[src/rtl/alu_exec_stage.sv]
// Execute-stage wrapper around the combinational Arithmetic unit: handshaked issue, latency hold, flags, writeback.
// Optional divide-by-zero trap state enabled by defining ALU_EXEC_DIVZERO_TRAP_EN.
package alu_exec_pkg;
  typedef enum logic [3:0] {
    NOP  = 4'd0,
    ADD  = 4'd1,
    SUB  = 4'd2,
    INC  = 4'd3,
    DEC  = 4'd4,
    MUL  = 4'd5,
    UDIV = 4'd6,
    SDIV = 4'd7,
    UMOD = 4'd8,
    SMOD = 4'd9
  } opcode_t;

  typedef logic [63:0] ulong_t;

  typedef struct packed {
    logic z;
    logic c;
    logic n;
  } flags_t;
endpackage

module alu_exec_stage
  import alu_exec_pkg::*;
#(
  parameter int unsigned MUL_LATENCY = 2,
  parameter int unsigned DIV_LATENCY = 4
) (
  input  logic          clk,
  input  logic          reset,
  input  logic          in_valid,
  output logic          in_ready,
  input  opcode_t       in_op,
  input  ulong_t        in_a,
  input  ulong_t        in_b,
  input  logic [4:0]    in_dest,
  output opcode_t       alu_op,
  output logic          alu_carryIn,
  output logic [63:0]   alu_a,
  output logic [63:0]   alu_b,
  input  logic [63:0]   alu_result,
  input  logic          alu_divByZero,
  input  logic          alu_zero,
  input  logic          alu_carry,
  input  logic          alu_negitive,
  output logic          wb_valid,
  input  logic          wb_ready,
  output logic [4:0]    wb_dest,
  output logic [63:0]   wb_data,
  output logic          flag_zero,
  output logic          flag_carry,
  output logic          flag_negitive,
  output logic          trap_valid,
  input  logic          trap_ack,
  output logic          busy
);
  localparam int unsigned MaxLat = (DIV_LATENCY > MUL_LATENCY) ? DIV_LATENCY : MUL_LATENCY;
  localparam int unsigned CntW   = (MaxLat > 1) ? $clog2(MaxLat) : 1;

`ifdef ALU_EXEC_DIVZERO_TRAP_EN
  typedef enum logic [1:0] {S_IDLE, S_EXEC, S_WB, S_TRAP} state_e;
`else
  typedef enum logic [1:0] {S_IDLE, S_EXEC, S_WB} state_e;
  logic unused_trap_ack;
  assign unused_trap_ack = trap_ack;
`endif

  function automatic logic is_div(opcode_t op);
    return op inside {UDIV, SDIV, UMOD, SMOD};
  endfunction

  function automatic logic is_arith(opcode_t op);
    return op inside {ADD, SUB, INC, DEC, MUL, UDIV, SDIV, UMOD, SMOD};
  endfunction

  function automatic logic [CntW-1:0] lat_m1(opcode_t op);
    if (is_div(op))     return CntW'(DIV_LATENCY - 1);
    else if (op == MUL) return CntW'(MUL_LATENCY - 1);
    else                return '0;
  endfunction

  state_e           state_q, state_d;
  opcode_t          op_q, op_d;
  logic [63:0]      a_q, a_d, b_q, b_d, res_q, res_d;
  logic [4:0]       dest_q, dest_d;
  logic             cin_q, cin_d;
  logic [CntW-1:0]  cnt_q, cnt_d;
  flags_t           hold_q, hold_d, flags_q, flags_d;
  logic             div_zero_c;

  assign div_zero_c = is_div(op_q) && alu_divByZero;

  always_ff @(posedge clk) begin
    if (reset) state_q <= S_IDLE;
    else       state_q <= state_d;
  end

  always_comb begin
    state_d = state_q;
    case (state_q)
      S_IDLE: if (in_valid && is_arith(in_op)) state_d = S_EXEC;
      S_EXEC: if (cnt_q == '0) begin
`ifdef ALU_EXEC_DIVZERO_TRAP_EN
        state_d = div_zero_c ? S_TRAP : S_WB;
`else
        state_d = S_WB;
`endif
      end
      S_WB:   if (wb_ready) state_d = S_IDLE;
`ifdef ALU_EXEC_DIVZERO_TRAP_EN
      S_TRAP: if (trap_ack) state_d = S_IDLE;
`endif
      default: state_d = S_IDLE;
    endcase
  end

  always_comb begin
    in_ready    = 1'b0;
    busy        = 1'b1;
    alu_op      = NOP;
    alu_a       = '0;
    alu_b       = '0;
    alu_carryIn = 1'b0;
    wb_valid    = 1'b0;
    wb_dest     = '0;
    wb_data     = '0;
    trap_valid  = 1'b0;
    case (state_q)
      S_IDLE: begin
        in_ready = 1'b1;
        busy     = 1'b0;
      end
      S_EXEC: begin
        alu_op      = op_q;
        alu_a       = a_q;
        alu_b       = b_q;
        alu_carryIn = cin_q;
      end
      S_WB: begin
        wb_valid = 1'b1;
        wb_dest  = dest_q;
        wb_data  = res_q;
      end
`ifdef ALU_EXEC_DIVZERO_TRAP_EN
      S_TRAP: trap_valid = 1'b1;
`endif
      default: ;
    endcase
  end

  // Datapath: latch on accept, count down in EXEC, capture at zero, commit flags on writeback.
  always_comb begin
    op_d    = op_q;
    a_d     = a_q;
    b_d     = b_q;
    dest_d  = dest_q;
    cin_d   = cin_q;
    cnt_d   = cnt_q;
    res_d   = res_q;
    hold_d  = hold_q;
    flags_d = flags_q;
    case (state_q)
      S_IDLE: if (in_valid && is_arith(in_op)) begin
        op_d   = in_op;
        a_d    = in_a;
        b_d    = in_b;
        dest_d = in_dest;
        cin_d  = flags_q.c;
        cnt_d  = lat_m1(in_op);
      end
      S_EXEC: if (cnt_q == '0) begin
        if (div_zero_c) begin
          res_d  = '0;
          hold_d = '{z: 1'b1, c: 1'b0, n: 1'b0};
        end else begin
          res_d  = alu_result;
          hold_d = '{z: alu_zero, c: alu_carry, n: alu_negitive};
        end
      end else begin
        cnt_d = cnt_q - CntW'(1);
      end
      S_WB: if (wb_ready) flags_d = hold_q;
      default: ;
    endcase
  end

  always_ff @(posedge clk) begin
    if (reset) begin
      op_q    <= NOP;
      a_q     <= '0;
      b_q     <= '0;
      dest_q  <= '0;
      cin_q   <= 1'b0;
      cnt_q   <= '0;
      res_q   <= '0;
      hold_q  <= '0;
      flags_q <= '0;
    end else begin
      op_q    <= op_d;
      a_q     <= a_d;
      b_q     <= b_d;
      dest_q  <= dest_d;
      cin_q   <= cin_d;
      cnt_q   <= cnt_d;
      res_q   <= res_d;
      hold_q  <= hold_d;
      flags_q <= flags_d;
    end
  end

  assign flag_zero     = flags_q.z;
  assign flag_carry    = flags_q.c;
  assign flag_negitive = flags_q.n;
endmodule

[config.mk]
export PLATFORM = sky130hd
export DESIGN_NAME = alu_exec_stage
export DESIGN_NICKNAME = d
export VERILOG_FILES = /design/src/rtl/alu_exec_stage.sv
export SDC_FILE = /design/constraint.sdc
export NUM_CORES = 1
export LEC_CHECK = 0
export BUFFER_PORTS_ARGS = -buffer_cell sky130_fd_sc_hd__clkbuf_2
export CAP_MARGIN = 20
export CORE_AREA = 2 2 162 164
export CTS_CLUSTER_SIZE = 28
export DETAILED_ROUTE_END_ITERATION = 8
export DIE_AREA = 0 0 164 166
export GPL_TIMING_DRIVEN = 0
export PLACE_DENSITY_LB_ADDON = 0.05
export SETUP_SLACK_MARGIN = 0.3
export SLEW_MARGIN = 40
export SYNTH_ARGS = -nofsm -noshare
export SYNTH_HDL_FRONTEND = slang
export SYNTH_SLANG_ARGS = --single-unit
[constraint.sdc]
create_clock -name clk -period 1.8 [get_ports clk]
set_input_delay 0.18 -clock clk [delete_from_list [all_inputs] [get_ports clk]]
set_output_delay 0.18 -clock clk [all_outputs]
set_load 0.02 [all_outputs]
==> results of run 1 <==
==> sequential cells by signal (all words and copies together), names as in the netlist <==
name,count
cnt_q,2
op_q,4
state_q,2
res_q,64
hold_q,3
flag_zero,1
cin_q,1
flag_carry,1
a_q,64
dest_q,5
b_q,64
flag_negitive,1
==> how the worst max path moves through the flow <==
stage                           from     endpoint  slack (ns)
after global routing      state_q[1]  wb_data[52]       -0.25
after CTS                 state_q[0]    alu_b[52]       -0.27
after global placement    state_q[1]  wb_data[35]       -0.35
final                     state_q[0]    alu_b[61]       -0.18
after detailed placement  state_q[1]  wb_data[35]       -0.32
after floorplan           state_q[0]    res_q[24]        0.26
==> metrics by stage <==
step,worst slack [ns],std cells
floorplan,0.256,1177
global placement,-0.347,1927
detailed placement,-0.320,1927
CTS,-0.265,2211
global route,-0.252,2239
finish,-0.178,2239
==> worst min-delay path, stage by stage <==
cell and delay (ns):
clkbuf_2 0.10, o21ai_4 0.08, buf_6 0.15, a311oi_1 0.09
==> power groups by stage <==
| stage | registers (mW) | logic (mW) | clock network [mW] |
|---|---|---|---|
| 3_3_place_gp | 5.16 | 1.38 | 0 |
| 2_1_floorplan | 5.14 | 0.810 | 0 |
| 4_1_cts | 5.07 | 2.11 | 4.91 |
| 5_1_grt | 5.11 | 2.67 | 5.08 |
| 3_5_place_dp | 5.17 | 1.38 | 0 |
| 6_report | 5.09 | 2.48 | 4.81 |
==> repair_timing <==
item,CTS,global route
hold buffers,205,0
setup endpoints to repair,406,407
gates cloned,17,14
setup buffers,18,11
endpoints found under the hold margin,208,0
gates resized for setup,518,320
pin swaps,102,27
==> layout make-up <==
cell class / instances / area [µm²] / area share
Antenna cell: 3 / 7.51 / 0.000427
Inverter: 5 / 18.8 / 0.00107
Buffer: 101 / 1150 / 0.0653
Clock inverter: 9 / 70.1 / 0.00398
Timing Repair Buffer: 680 / 6310 / 0.358
Sequential cell: 212 / 4250 / 0.242
Clock buffer: 35 / 693 / 0.0394
Multi-Input combinational cell: 859 / 4680 / 0.266
Tap cell: 335 / 419 / 0.0238
==> routing by layer <==
layer,track usage,vias up,part of all wire
met4,0.0889,2,0.033
met5,0,-,0.00046
met2,0.479,370,0.52
li1,-,5205,-
met1,0.290,4975,0.37
met3,0.0707,87,0.073
==> cells by family after synthesis <==
logic type / count (synthesis) / share of synthesized area
buf+inv: 106 / 0.0490
simple gates: 638 / 0.342
flops: 212 / 0.481
fa+ha+maj: 1 / 0.00142
compound gates: 219 / 0.126
other cells: 1 / 0.000425
==> cells in the final DEF (no fill, tap or decap), drive strengths merged, types with 7 or more instances in the layout <==
cell type / instances
clkinv: 8
nor2: 7
clkbuf: 393
a21oi: 211
nand2: 348
buf: 218
and2: 203
dlygate4sd3: 205
nand3: 69
dfxtp: 212
==> impl_metrics.prom, run 1 <==
# TYPE chip_impl_metric gauge
chip_impl_metric{name="final_min_period_over_clock_period",unit=""} 1.10
chip_impl_metric{name="detail-route-antenna-nets",unit=""} 0
chip_impl_metric{name="place.detailed.hpwl",unit="µm"} 24100
chip_impl_metric{name="clock_input_transition_at_the_sequential_cells_of_the_worst_setup_and_hold_paths",unit="ns"} 0.06
chip_impl_info{name="outcome",value="complete, but fails checks"} 1
chip_impl_metric{name="synth_async_sr_flop_share",unit=""} 0
chip_impl_info{name="worstHoldEndpoint",value="hold_q[2]"} 1
chip_impl_info{name="cpLargestDelayFamily",value="buffers and inverters"} 1
chip_impl_metric{name="power.share.combinational",unit=""} 0.200
chip_impl_info{name="root_buffer",value="clkbuf_16"} 1
chip_impl_metric{name="synth_warnings",unit=""} 0
chip_impl_metric{name="slowest_delay",unit="ns"} 0.37
chip_impl_metric{name="mappedNetlistNets",unit=""} 1388
chip_impl_metric{name="vdd_drop_max",unit="V"} 0.000569
chip_impl_metric{name="drive_gt1_frac",unit=""} 0.407
chip_impl_metric{name="clock_path_buffers",unit=""} 3
chip_impl_info{name="min_from",value="alu_divByZero"} 1
chip_impl_metric{name="setup_tns_final",unit="ns"} -21.22
chip_impl_metric{name="power.static_leakage",unit="nW"} 7.64
chip_impl_metric{name="internal_power_consumption",unit="mW"} 9.11
chip_impl_metric{name="arrival",unit="ns"} 1.80
chip_impl_metric{name="cts-buffers-inserted",unit=""} 25
chip_impl_metric{name="clock-skew-final",unit="ns"} 0.00490
chip_impl_metric{name="drc",unit=""} 0
chip_impl_metric{name="totalWireLength",unit="µm"} 38900
chip_impl_metric{name="grt_util_all_layers",unit=""} 0.262
chip_impl_metric{name="horizontal_extent_of_the_die",unit="µm"} 164
chip_impl_info{name="crit_slowest_cell",value="dfxtp_4"} 1
chip_impl_info{name="synth_top_cells_by_count",value="nand2_1, dfxtp_1, a21oi_1, and2_1, clkbuf_1"} 1
chip_impl_info{name="rsz_0062_raised_after_global_routing",value="yes"} 1
chip_impl_metric{name="critical_path.max_fanout",unit=""} 7
chip_impl_metric{name="ys_seq_elements",unit=""} 212
chip_impl_metric{name="net_switching_power",unit="mW"} 3.26
chip_impl_info{name="reg2reg_to",value="b_q[20]"} 1
chip_impl_metric{name="place.port_buffers",unit=""} 415
chip_impl_metric{name="grt_pass1_vias",unit=""} 10433
chip_impl_metric{name="power.clock.fraction",unit=""} 0.389
chip_impl_metric{name="coreArea",unit="µm²"} 25600
chip_impl_metric{name="number_of_enable_flip_flop_cells_after_synthesis",unit=""} 0
chip_impl_metric{name="grt_antenna_before_repair",unit=""} 4
chip_impl_info{name="most_common_cell_in_the_synthesized_netlist",value="nand2_1"} 1
chip_impl_metric{name="timing_max_transition_violations_final",unit=""} 0
chip_impl_metric{name="drt_pre_antenna_iters",unit=""} 5
chip_impl_metric{name="pwr_density_cell",unit="nW/µm²"} 703
chip_impl_metric{name="reg2reg_depth",unit=""} 9
chip_impl_info{name="chain_of_cells_forming_the_critical_path",value="nor2b_4, buf_8, clkbuf_16, buf_8, and2_4, buf_8"} 1
chip_impl_metric{name="dr_total_vias",unit=""} 10639
chip_impl_metric{name="yosys.area.top_type_share",unit=""} 0.481
chip_impl_metric{name="setup_slack",unit="ns"} -0.178
chip_impl_metric{name="area.growth.synth_to_final",unit="%"} 99.2
chip_impl_metric{name="synth_area",unit="µm²"} 8830
chip_impl_metric{name="final-setup-viol-count",unit=""} 199
chip_impl_metric{name="drt_iter0_drc",unit=""} 467
chip_impl_info{name="synth_flop_cell",value="dfxtp_1"} 1
chip_impl_metric{name="die_h",unit="µm"} 166
chip_impl_info{name="failed_checks",value="negative setup slack"} 1
chip_impl_metric{name="switching_share",unit=""} 0.263
chip_impl_metric{name="pin_count_of_the_biggest_net_entering_global_routing",unit=""} 13
chip_impl_metric{name="place_area",unit="µm²"} 11500
chip_impl_metric{name="route.detailed.vias_per_inst",unit=""} 4.75
chip_impl_metric{name="numClockSinks",unit=""} 212
chip_impl_metric{name="worst-path-buf-inv",unit=""} 4
chip_impl_metric{name="nets",unit=""} 2095
chip_impl_metric{name="grt_first_pass_wirelength",unit="µm"} 56400
chip_impl_info{name="rr_startpoint",value="state_q[1]"} 1
chip_impl_metric{name="num_io_pins",unit=""} 419
chip_impl_metric{name="crit_cells",unit=""} 6
chip_impl_info{name="crit_top_cell",value="buf_8"} 1
chip_impl_metric{name="fin_worst_hold_slack",unit="ns"} 0.147
chip_impl_metric{name="syn_avg_cell_area",unit="µm²"} 7.50
chip_impl_metric{name="holdPathStages",unit=""} 4
chip_impl_metric{name="core.rowCount",unit=""} 59
chip_impl_metric{name="drt-wirelength-per-cell",unit="µm"} 17.4
chip_impl_metric{name="timing.max_cap.violations",unit=""} 0
chip_impl_metric{name="slew_headroom",unit=""} 0.546
chip_impl_metric{name="timing_worst_slew_pin_value",unit="ns"} 0.680
chip_impl_metric{name="reg2reg_slack",unit="ns"} 0.09
chip_impl_metric{name="floorplan.initialDensity",unit=""} 0.345
chip_impl_info{name="cts_tree",value="done"} 1
chip_impl_info{name="synth.top_cells.by_area",value="dfxtp_1, nand2_1, and2_1"} 1
chip_impl_metric{name="final_hold_viol_count",unit=""} 0
chip_impl_metric{name="dieArea",unit="µm²"} 27200
chip_impl_metric{name="synthesis.instances",unit=""} 1177
chip_impl_metric{name="sequential_power_share",unit=""} 0.411
chip_impl_info{name="setup.worst_path.class",value="flop to output port"} 1
chip_impl_metric{name="totalPowerFinal",unit="mW"} 12.4
chip_impl_info{name="timing.critical_path.from_type",value="flop"} 1
chip_impl_metric{name="routabilityCongestion",unit=""} 0.800
chip_impl_metric{name="worstSkewPairLatency",unit="ns"} 0.51
chip_impl_metric{name="final_util",unit=""} 0.687
chip_impl_info{name="worst_setup_end_kind",value="output port"} 1
chip_impl_metric{name="period_minus_slack",unit="ns"} 1.98
chip_impl_metric{name="required",unit="ns"} 1.62
chip_impl_metric{name="layout.filler_cells",unit=""} 2090
chip_impl_info{name="yosysTopAreaCell",value="dfxtp_1"} 1
chip_impl_metric{name="finalInstanceArea",unit="µm²"} 17600
chip_impl_metric{name="gr-total-overflow",unit=""} 0
chip_impl_metric{name="unique_masters_post_synth",unit=""} 27
chip_impl_metric{name="yosysSeqAreaShare",unit=""} 0.481
chip_impl_info{name="hp-class",value="primary input to flop"} 1
chip_impl_metric{name="max_freq",unit="MHz"} 505
chip_impl_metric{name="h-tree-depth",unit=""} 1
(Power assumes the default switching activity.)
==> run 2, diff against run 1 <==
--- a/config.mk
+++ b/config.mk
@@ -5,12 +5,13 @@
 export SDC_FILE = /design/constraint.sdc
 export NUM_CORES = 1
 export LEC_CHECK = 0
+export ABC_AREA = 1
 export BUFFER_PORTS_ARGS = -buffer_cell sky130_fd_sc_hd__clkbuf_2
 export CAP_MARGIN = 20
-export CORE_AREA = 2 2 162 164
+export CORE_AREA = 2 2 161 163
 export CTS_CLUSTER_SIZE = 28
 export DETAILED_ROUTE_END_ITERATION = 8
-export DIE_AREA = 0 0 164 166
+export DIE_AREA = 0 0 163 165
 export GPL_TIMING_DRIVEN = 0
 export PLACE_DENSITY_LB_ADDON = 0.05
 export SETUP_SLACK_MARGIN = 0.3
==> run 2 against run 1 <==
Effect of this change:
- the run still ends with negative setup slack left
- register-to-register slack improved by 0.08 ns
- worst hold slack got worse by 0.11 ns
- power increased by 30%
- core utilization increased by 0.94 points
- sequential power increased by 12%
- global-route usage decreased by 1.9 points
- largest power group unchanged
- sequential share of layout area increased by 0.22 points
- via count increased by 5.5%
- flip-flop and latch count unchanged
- setup slack improved by 0.064 ns
==> impl_metrics.prom, run 2 <==
# TYPE chip_impl_metric gauge
chip_impl_metric{name="arrival",unit="ns"} 1.73
chip_impl_info{name="worst_setup_end_kind",value="output port"} 1
chip_impl_metric{name="core.rowCount",unit=""} 58
chip_impl_metric{name="grt_first_pass_wirelength",unit="µm"} 52400
chip_impl_info{name="mostFrequentLayoutCell",value="nor2_1"} 1
chip_impl_metric{name="drt_iter0_drc",unit=""} 626
chip_impl_metric{name="numClockSinks",unit=""} 212
chip_impl_metric{name="pwr_density_cell",unit="nW/µm²"} 920
chip_impl_metric{name="setup_slack",unit="ns"} -0.115
chip_impl_metric{name="clock_path_buffers",unit=""} 3
chip_impl_metric{name="grt_util_all_layers",unit=""} 0.244
chip_impl_metric{name="synth.area.mux_share",unit=""} 0
chip_impl_metric{name="yosys.area.top_type_share",unit=""} 0.463
chip_impl_metric{name="synth_warnings",unit=""} 0
chip_impl_metric{name="route.detailed.vias_per_inst",unit=""} 4.62
chip_impl_info{name="rr_startpoint",value="state_q[1]"} 1
chip_impl_metric{name="final_hold_viol_count",unit=""} 0
chip_impl_info{name="failed_checks",value="negative setup slack"} 1
chip_impl_metric{name="clock-skew-final",unit="ns"} 0.00842
chip_impl_metric{name="max_freq",unit="MHz"} 522
chip_impl_metric{name="detail-route-antenna-nets",unit=""} 0
chip_impl_metric{name="switching_share",unit=""} 0.320
chip_impl_metric{name="area.growth.synth_to_final",unit="%"} 90.0
chip_impl_metric{name="final_min_period_over_clock_period",unit=""} 1.06
chip_impl_metric{name="horizontal_extent_of_the_die",unit="µm"} 163
chip_impl_metric{name="die_h",unit="µm"} 165
chip_impl_metric{name="cts-buffers-inserted",unit=""} 25
chip_impl_metric{name="routabilityCongestion",unit=""} 0.840
chip_impl_metric{name="mappedNetlistNets",unit=""} 1600
chip_impl_metric{name="layout.filler_cells",unit=""} 2041
chip_impl_info{name="min_from",value="in_op[1]"} 1
chip_impl_info{name="most_common_cell_in_the_synthesized_netlist",value="nor2_1"} 1
chip_impl_info{name="rsz_0062_raised_after_global_routing",value="yes"} 1
chip_impl_info{name="registers_with_the_highest_flip_flop_counts",value="a_q x64, b_q x64, res_q x64"} 1
chip_impl_metric{name="h-tree-depth",unit=""} 1
chip_impl_info{name="yosysTopAreaCell",value="dfxtp_1"} 1
chip_impl_metric{name="totalWireLength",unit="µm"} 37800
chip_impl_metric{name="clock_input_transition_at_the_sequential_cells_of_the_worst_setup_and_hold_paths",unit="ns"} 0.06
chip_impl_metric{name="period_minus_slack",unit="ns"} 1.91
chip_impl_info{name="hp-class",value="primary input to flop"} 1
chip_impl_info{name="top_layer_used",value="met5"} 1
chip_impl_info{name="setup.worst_path.start",value="state_q[1]"} 1
chip_impl_metric{name="power.clock.fraction",unit=""} 0.319
chip_impl_metric{name="synth_area",unit="µm²"} 9180
chip_impl_info{name="synth_top_family_by_area",value="simple AND/OR/NAND/NOR gates"} 1
chip_impl_info{name="cts_tree",value="done"} 1
chip_impl_info{name="timing.critical_path.from_type",value="flop"} 1
chip_impl_metric{name="pre_cts_slack",unit="ns"} -0.111
chip_impl_metric{name="timing.max_cap.violations",unit=""} 0
chip_impl_metric{name="synthXorXnorAreaFrac",unit=""} 0
chip_impl_metric{name="number_of_enable_flip_flop_cells_after_synthesis",unit=""} 0
chip_impl_metric{name="syn_avg_cell_area",unit="µm²"} 6.61
chip_impl_metric{name="dieArea",unit="µm²"} 26900
chip_impl_metric{name="gr-total-overflow",unit=""} 0
chip_impl_metric{name="power.share.combinational",unit=""} 0.325
chip_impl_metric{name="required",unit="ns"} 1.62
chip_impl_metric{name="nets",unit=""} 2291
chip_impl_metric{name="yosys.area_share.adder",unit=""} 0.00136
chip_impl_metric{name="synthesis.instances",unit=""} 1389
chip_impl_metric{name="timing_worst_slew_pin_value",unit="ns"} 0.590
chip_impl_metric{name="place.detailed.hpwl",unit="µm"} 24400
chip_impl_metric{name="wl_met1",unit="µm"} 14800
chip_impl_metric{name="yosysSeqAreaShare",unit=""} 0.463
chip_impl_metric{name="num_io_pins",unit=""} 419
chip_impl_metric{name="met3WireLength",unit="µm"} 2580
chip_impl_metric{name="pin_count_of_the_biggest_net_entering_global_routing",unit=""} 13
chip_impl_metric{name="critical_path.max_fanout",unit=""} 10
chip_impl_metric{name="power.static_leakage",unit="nW"} 7.68
chip_impl_metric{name="drc",unit=""} 0
chip_impl_metric{name="synth_async_sr_flop_share",unit=""} 0
chip_impl_metric{name="synth_compound_gate_area_share",unit=""} 0.154
chip_impl_info{name="setup.worst_path.class",value="flop to output port"} 1
chip_impl_metric{name="sequential_power_share",unit=""} 0.356
chip_impl_metric{name="net_switching_power",unit="mW"} 5.14
chip_impl_metric{name="ys_seq_elements",unit=""} 212
chip_impl_info{name="layout.cells.most_common_list",value="nor2_1, clkbuf_2, dfxtp_1"} 1
chip_impl_info{name="outcome",value="complete, but fails checks"} 1
chip_impl_metric{name="totalPowerFinal",unit="mW"} 16.0
chip_impl_metric{name="internal_power_consumption",unit="mW"} 10.9
chip_impl_metric{name="coreArea",unit="µm²"} 25000
chip_impl_metric{name="grt_antenna_before_repair",unit=""} 4
chip_impl_metric{name="timing_max_transition_violations_final",unit=""} 0
chip_impl_info{name="root_buffer",value="clkbuf_16"} 1
chip_impl_metric{name="drt_pre_antenna_iters",unit=""} 5
chip_impl_metric{name="worstSkewPairLatency",unit="ns"} 0.51
chip_impl_metric{name="grt_pass1_vias",unit=""} 10265
chip_impl_metric{name="slew_headroom",unit=""} 0.607
chip_impl_metric{name="final-setup-viol-count",unit=""} 78
chip_impl_metric{name="vdd_drop_max",unit="V"} 0.000716
chip_impl_metric{name="routed-wl-met2",unit="µm"} 19300
chip_impl_metric{name="dr_total_vias",unit=""} 11224
chip_impl_metric{name="drt-wirelength-per-cell",unit="µm"} 15.5
chip_impl_info{name="synth.top_cells.by_area",value="dfxtp_1, nor2_1, o21ai_0"} 1
chip_impl_metric{name="drive_gt1_frac",unit=""} 0.342
chip_impl_metric{name="yosys.area_share.simple",unit=""} 0.243
chip_impl_metric{name="place.port_buffers",unit=""} 416
chip_impl_metric{name="unique_masters_post_synth",unit=""} 25
chip_impl_info{name="synth_flop_cell",value="dfxtp_1"} 1
chip_impl_info{name="synth_top_cells_by_count",value="nor2_1, dfxtp_1, inv_1, o21ai_0, nand2_1"} 1
chip_impl_metric{name="floorplan.initialDensity",unit=""} 0.366
[run 2: cell count changes after synthesis, sizes merged, moves of 17 or more]
cell,previous run,this run
and2,203,0
nor2,7,492
clkbuf,71,54
o21ai,3,208
nand3,69,6
inv,5,212
nand2,348,85
a21oi,211,70
[run 2: kinds of logic (layout without fill, tap and decap cells)]
kind of cell | after synthesis | in the layout
compound gates | 280 | 280
simple gates | 586 | 586
fa+ha+maj | 1 | 1
flops | 212 | 212
buf+inv | 309 | 1015
other cells | 1 | 4
[run 2: power groups by stage]
| stage | Combinational [mW] | Sequential (mW) | Clock [mW] |
|---|---|---|---|
| floorplan | 2.12 | 5.70 | 0 |
| global placement | 3.12 | 5.76 | 0 |
| detailed placement | 3.15 | 5.77 | 0 |
| CTS | 3.78 | 5.68 | 5.21 |
| global route | 5.68 | 5.79 | 5.40 |
| finish | 5.22 | 5.71 | 5.11 |
[run 2: final cells by class]
class | count | area (µm²) | share of cell area
timing repair buffer | 664 | 5770 | 0.331
multi-input combinational | 868 | 4430 | 0.254
sequential | 212 | 4250 | 0.244
buffer | 96 | 911 | 0.0522
inverter | 213 | 822 | 0.0471
clock buffer | 35 | 743 | 0.0426
tap | 330 | 413 | 0.0237
clock inverter | 7 | 85.1 | 0.00488
antenna | 3 | 7.51 | 0.000431
[run 2: path summary, 6_finish.rpt]
| check | endpoint | slack, ns | depth (start not counted) |
|---|---|---|---|
| setup / recovery | alu_b[45] | -0.11 | 7 |
| setup reg to reg | b_q[35] | 0.17 | 10 |
| hold reg to reg | flag_negitive | 0.46 | 2 |
| hold / removal | op_q[1] | 0.04 | 3 |
[run 2: critical path, cell delays in order, from the launching register on]
cell	delay, ns
dfxtp_4	0.36
inv_6	0.08
nand2_8	0.06
buf_8	0.14
buf_12	0.15
buf_8	0.15
nor2_1	0.12
buf_4	0.16
[run 2: layer usage]
metal  track usage  vias up
li1              -     5586
met1         0.288     5192
met2         0.440      381
met3        0.0590       63
met4        0.0668        2
met5             0        -
[run 2: timing repair]
action / CTS / global route
buffers inserted: 2 / 21
gates resized for setup: 209 / 765
pin swaps: 1 / 58
hold endpoints to repair: 207 / 0
endpoints found under the setup margin: 405 / 414
cloned: 0 / 20
hold buffers: 205 / 0
[run 2: through the flow]
step | cells | setup TNS, ns | util | instance area (µm²) | hold WS [ns]
3_5_place_dp | 2135 | -7.31 | 0.466 | 11700 | 0.416
4_1_cts | 2384 | -16.73 | 0.606 | 15200 | 0.000882
6_report | 2428 | -4.02 | 0.696 | 17400 | 0.0397
3_3_place_gp | 2135 | -4.53 | 0.466 | 11700 | 0.415
5_1_grt | 2427 | -12.08 | 0.696 | 17400 | 0.0539
2_1_floorplan | 1389 | 0 | - | 9180 | 0.249
==> run 3, diff against run 2 <==
--- a/config.mk
+++ b/config.mk
@@ -8,10 +8,10 @@
 export ABC_AREA = 1
 export BUFFER_PORTS_ARGS = -buffer_cell sky130_fd_sc_hd__clkbuf_2
 export CAP_MARGIN = 20
-export CORE_AREA = 2 2 161 163
+export CORE_AREA = 2 2 164 166
 export CTS_CLUSTER_SIZE = 28
 export DETAILED_ROUTE_END_ITERATION = 8
-export DIE_AREA = 0 0 163 165
+export DIE_AREA = 0 0 166 168
 export GPL_TIMING_DRIVEN = 0
 export PLACE_DENSITY_LB_ADDON = 0.05
 export SETUP_SLACK_MARGIN = 0.3
==> run 3 against run 2 <==
Effect of this change:
- the run still ends with negative setup slack left
- global-route usage increased by 0.64 points
- cell area grew 9.0%
- core utilization up 2.5 points
- largest cell class unchanged
- power rose by 5.0%
- non-clock buffer count grew 10
- critical endpoint is now alu_b[12]
- routed wire length is 4.5% higher
==> impl_metrics.prom, run 3 (synthesis gave the netlist of run 2 again) <==
# TYPE chip_impl_metric gauge
chip_impl_info{name="outcome",value="complete, but fails checks"} 1
chip_impl_info{name="failed_checks",value="negative setup slack"} 1
chip_impl_metric{name="drt_iter0_drc",unit=""} 549
chip_impl_metric{name="cts-buffers-inserted",unit=""} 26
chip_impl_metric{name="grt_antenna_before_repair",unit=""} 2
chip_impl_metric{name="coreArea",unit="µm²"} 26400
chip_impl_metric{name="fin_worst_hold_slack",unit="ns"} 0.0297
chip_impl_info{name="layout.cells.most_common_list",value="nor2_1, clkbuf_2, dfxtp_1"} 1
chip_impl_metric{name="grt_use_met3",unit=""} 0.0545
chip_impl_metric{name="nets",unit=""} 2304
chip_impl_metric{name="clock-skew-final",unit="ns"} 0.00789
chip_impl_metric{name="num_io_pins",unit=""} 419
chip_impl_metric{name="setup_tns_final",unit="ns"} -7.30
chip_impl_metric{name="totalPowerFinal",unit="mW"} 16.8
chip_impl_metric{name="pin_count_of_the_biggest_net_entering_global_routing",unit=""} 13
chip_impl_metric{name="slowest_delay",unit="ns"} 0.33
chip_impl_metric{name="pwr_density_cell",unit="nW/µm²"} 885
chip_impl_metric{name="final_util",unit=""} 0.722
chip_impl_metric{name="critical_path.max_fanout",unit=""} 10
chip_impl_info{name="grt.busiest_layer",value="met2"} 1
chip_impl_metric{name="place.port_buffers",unit=""} 416
chip_impl_metric{name="core.rowCount",unit=""} 60
chip_impl_metric{name="horizontal_extent_of_the_die",unit="µm"} 166
chip_impl_metric{name="numClockSinks",unit=""} 212
chip_impl_metric{name="die_h",unit="µm"} 168
chip_impl_metric{name="totalWireLength",unit="µm"} 39400
chip_impl_metric{name="route.detailed.vias_per_inst",unit=""} 4.61
chip_impl_metric{name="routabilityCongestion",unit=""} 0.817
chip_impl_metric{name="pre_cts_slack",unit="ns"} -0.137
chip_impl_metric{name="dieArea",unit="µm²"} 27900
chip_impl_metric{name="worstSkewPairLatency",unit="ns"} 0.52
chip_impl_metric{name="drt_pre_antenna_iters",unit=""} 5
chip_impl_metric{name="place.detailed.hpwl",unit="µm"} 24400
chip_impl_metric{name="setup_slack",unit="ns"} -0.154
chip_impl_info{name="rsz_0062_raised_after_global_routing",value="yes"} 1
chip_impl_metric{name="required",unit="ns"} 1.62
chip_impl_metric{name="arrival",unit="ns"} 1.77
chip_impl_metric{name="h-tree-depth",unit=""} 1
chip_impl_metric{name="grt_first_pass_wirelength",unit="µm"} 56700
chip_impl_metric{name="detail-route-antenna-nets",unit=""} 0
chip_impl_metric{name="drive_gt1_frac",unit=""} 0.380
chip_impl_metric{name="slew_headroom",unit=""} 0.620
chip_impl_metric{name="grt_pass1_vias",unit=""} 10839
chip_impl_metric{name="internal_power_consumption",unit="mW"} 11.3
chip_impl_info{name="root_buffer",value="clkbuf_16"} 1
chip_impl_info{name="registers_with_the_highest_flip_flop_counts",value="a_q x64, b_q x64, res_q x64"} 1
chip_impl_info{name="crit_slowest_cell",value="dfxtp_2"} 1
chip_impl_metric{name="switching_share",unit=""} 0.330
chip_impl_metric{name="clock_path_buffers",unit=""} 3
chip_impl_metric{name="vdd_drop_max",unit="V"} 0.000724
chip_impl_metric{name="drt-wirelength-per-cell",unit="µm"} 16.1
chip_impl_metric{name="timing.max_cap.violations",unit=""} 0
chip_impl_metric{name="finalNonFillerCells",unit=""} 2451
chip_impl_metric{name="finalInstanceArea",unit="µm²"} 19000
chip_impl_info{name="setup.worst_path.class",value="flop to output port"} 1
chip_impl_info{name="hp-class",value="primary input to flop"} 1
chip_impl_info{name="cts_tree",value="done"} 1
chip_impl_metric{name="drc",unit=""} 0
chip_impl_metric{name="post_place_cells",unit=""} 2146
chip_impl_metric{name="power.clock.fraction",unit=""} 0.304
chip_impl_metric{name="grt.met2_usage",unit=""} 0.446
chip_impl_info{name="crit_top_cell",value="buf_12"} 1
chip_impl_metric{name="timing_worst_slew_pin_value",unit="ns"} 0.570
chip_impl_metric{name="sequential_power_share",unit=""} 0.339
chip_impl_metric{name="power.static_leakage",unit="nW"} 8.00
chip_impl_metric{name="clock_input_transition_at_the_sequential_cells_of_the_worst_setup_and_hold_paths",unit="ns"} 0.05
chip_impl_metric{name="final_hold_viol_count",unit=""} 0
chip_impl_metric{name="period_minus_slack",unit="ns"} 1.95
chip_impl_metric{name="power.share.combinational",unit=""} 0.357
chip_impl_info{name="worst_setup_end_kind",value="output port"} 1
chip_impl_info{name="chain_of_cells_forming_the_critical_path",value="inv_4, nand2_4, buf_12, buf_12, buf_12, nor2_2, buf_4"} 1
chip_impl_metric{name="place_area",unit="µm²"} 11700
chip_impl_metric{name="timing_max_transition_violations_final",unit=""} 0
chip_impl_info{name="timing.critical_path.from_type",value="flop"} 1
chip_impl_metric{name="final_min_period_over_clock_period",unit=""} 1.09
chip_impl_metric{name="final-setup-viol-count",unit=""} 161
chip_impl_metric{name="net_switching_power",unit="mW"} 5.55
chip_impl_metric{name="grt_util_all_layers",unit=""} 0.250
chip_impl_metric{name="floorplan.initialDensity",unit=""} 0.348
chip_impl_metric{name="dr_total_vias",unit=""} 11290
chip_impl_info{name="mostFrequentLayoutCell",value="nor2_1"} 1
chip_impl_metric{name="gr-total-overflow",unit=""} 0
chip_impl_metric{name="max_freq",unit="MHz"} 512
chip_impl_metric{name="grt_util_met1",unit=""} 0.295
chip_impl_metric{name="area.growth.synth_to_final",unit="%"} 107
[run 3: cell types whose count changed in the layout (fill, tap and decap cells not counted), sizes merged]
cell         change
clkbuf          +19
buf              -4
clkinv           -3
inv              +2
diode            -1
dlygate4sd3      -1
[run 3: path summary, 6_finish.rpt]
path,start,end,slack (ns),cells after the start
setup / recovery,state_q[1],alu_b[12],-0.15,7
hold / removal,in_op[2],op_q[2],0.03,3
setup reg to reg,state_q[1],op_q[1],0.14,8
hold reg to reg,b_q[24],b_q[24],0.46,2
[run 3: per-layer routing]
metal | part of all wire | wire length, µm
met1 | 0.39 | 15200
met2 | 0.51 | 20200
met3 | 0.066 | 2600
met4 | 0.035 | 1390
met5 | 0 | 0
[run 3: layout make-up]
type	count	area, µm²
diodes	2	5.00
flip-flops and latches	212	4250
plain buffers	95	1050
repair inverters	2	15.0
inverters	213	822
clock buffers	39	751
fillers	2056	7340
well taps	341	427
clock inverters	4	70.1
repair buffers	675	6560
multi-input cells	868	5060
[run 3: timing repair]
item,in CTS,in global routing
gates cloned,10,18
hold buffers,204,0
endpoints found under the setup margin,413,413
buffers inserted,9,20
hold endpoints to repair,206,0
resized for setup,551,661
pin swaps,2,41
[run 3: power by group through the flow]
stage / sequential (mW) / clock [mW] / combinational [mW]
3_3_place_gp: 5.76 / 0 / 3.15
4_1_cts: 5.69 / 5.24 / 4.65
6_report: 5.71 / 5.12 / 6.01
2_1_floorplan: 5.70 / 0 / 2.12
3_5_place_dp: 5.78 / 0 / 3.16
5_1_grt: 5.78 / 5.43 / 6.48
[run 3: worst max-delay path, delay by kind of cell (launching register included)]
family | cells | cell delay [ns]
buffers and inverters | 5 | 0.70
AND/OR/NAND/NOR | 2 | 0.21
flip-flops | 1 | 0.33
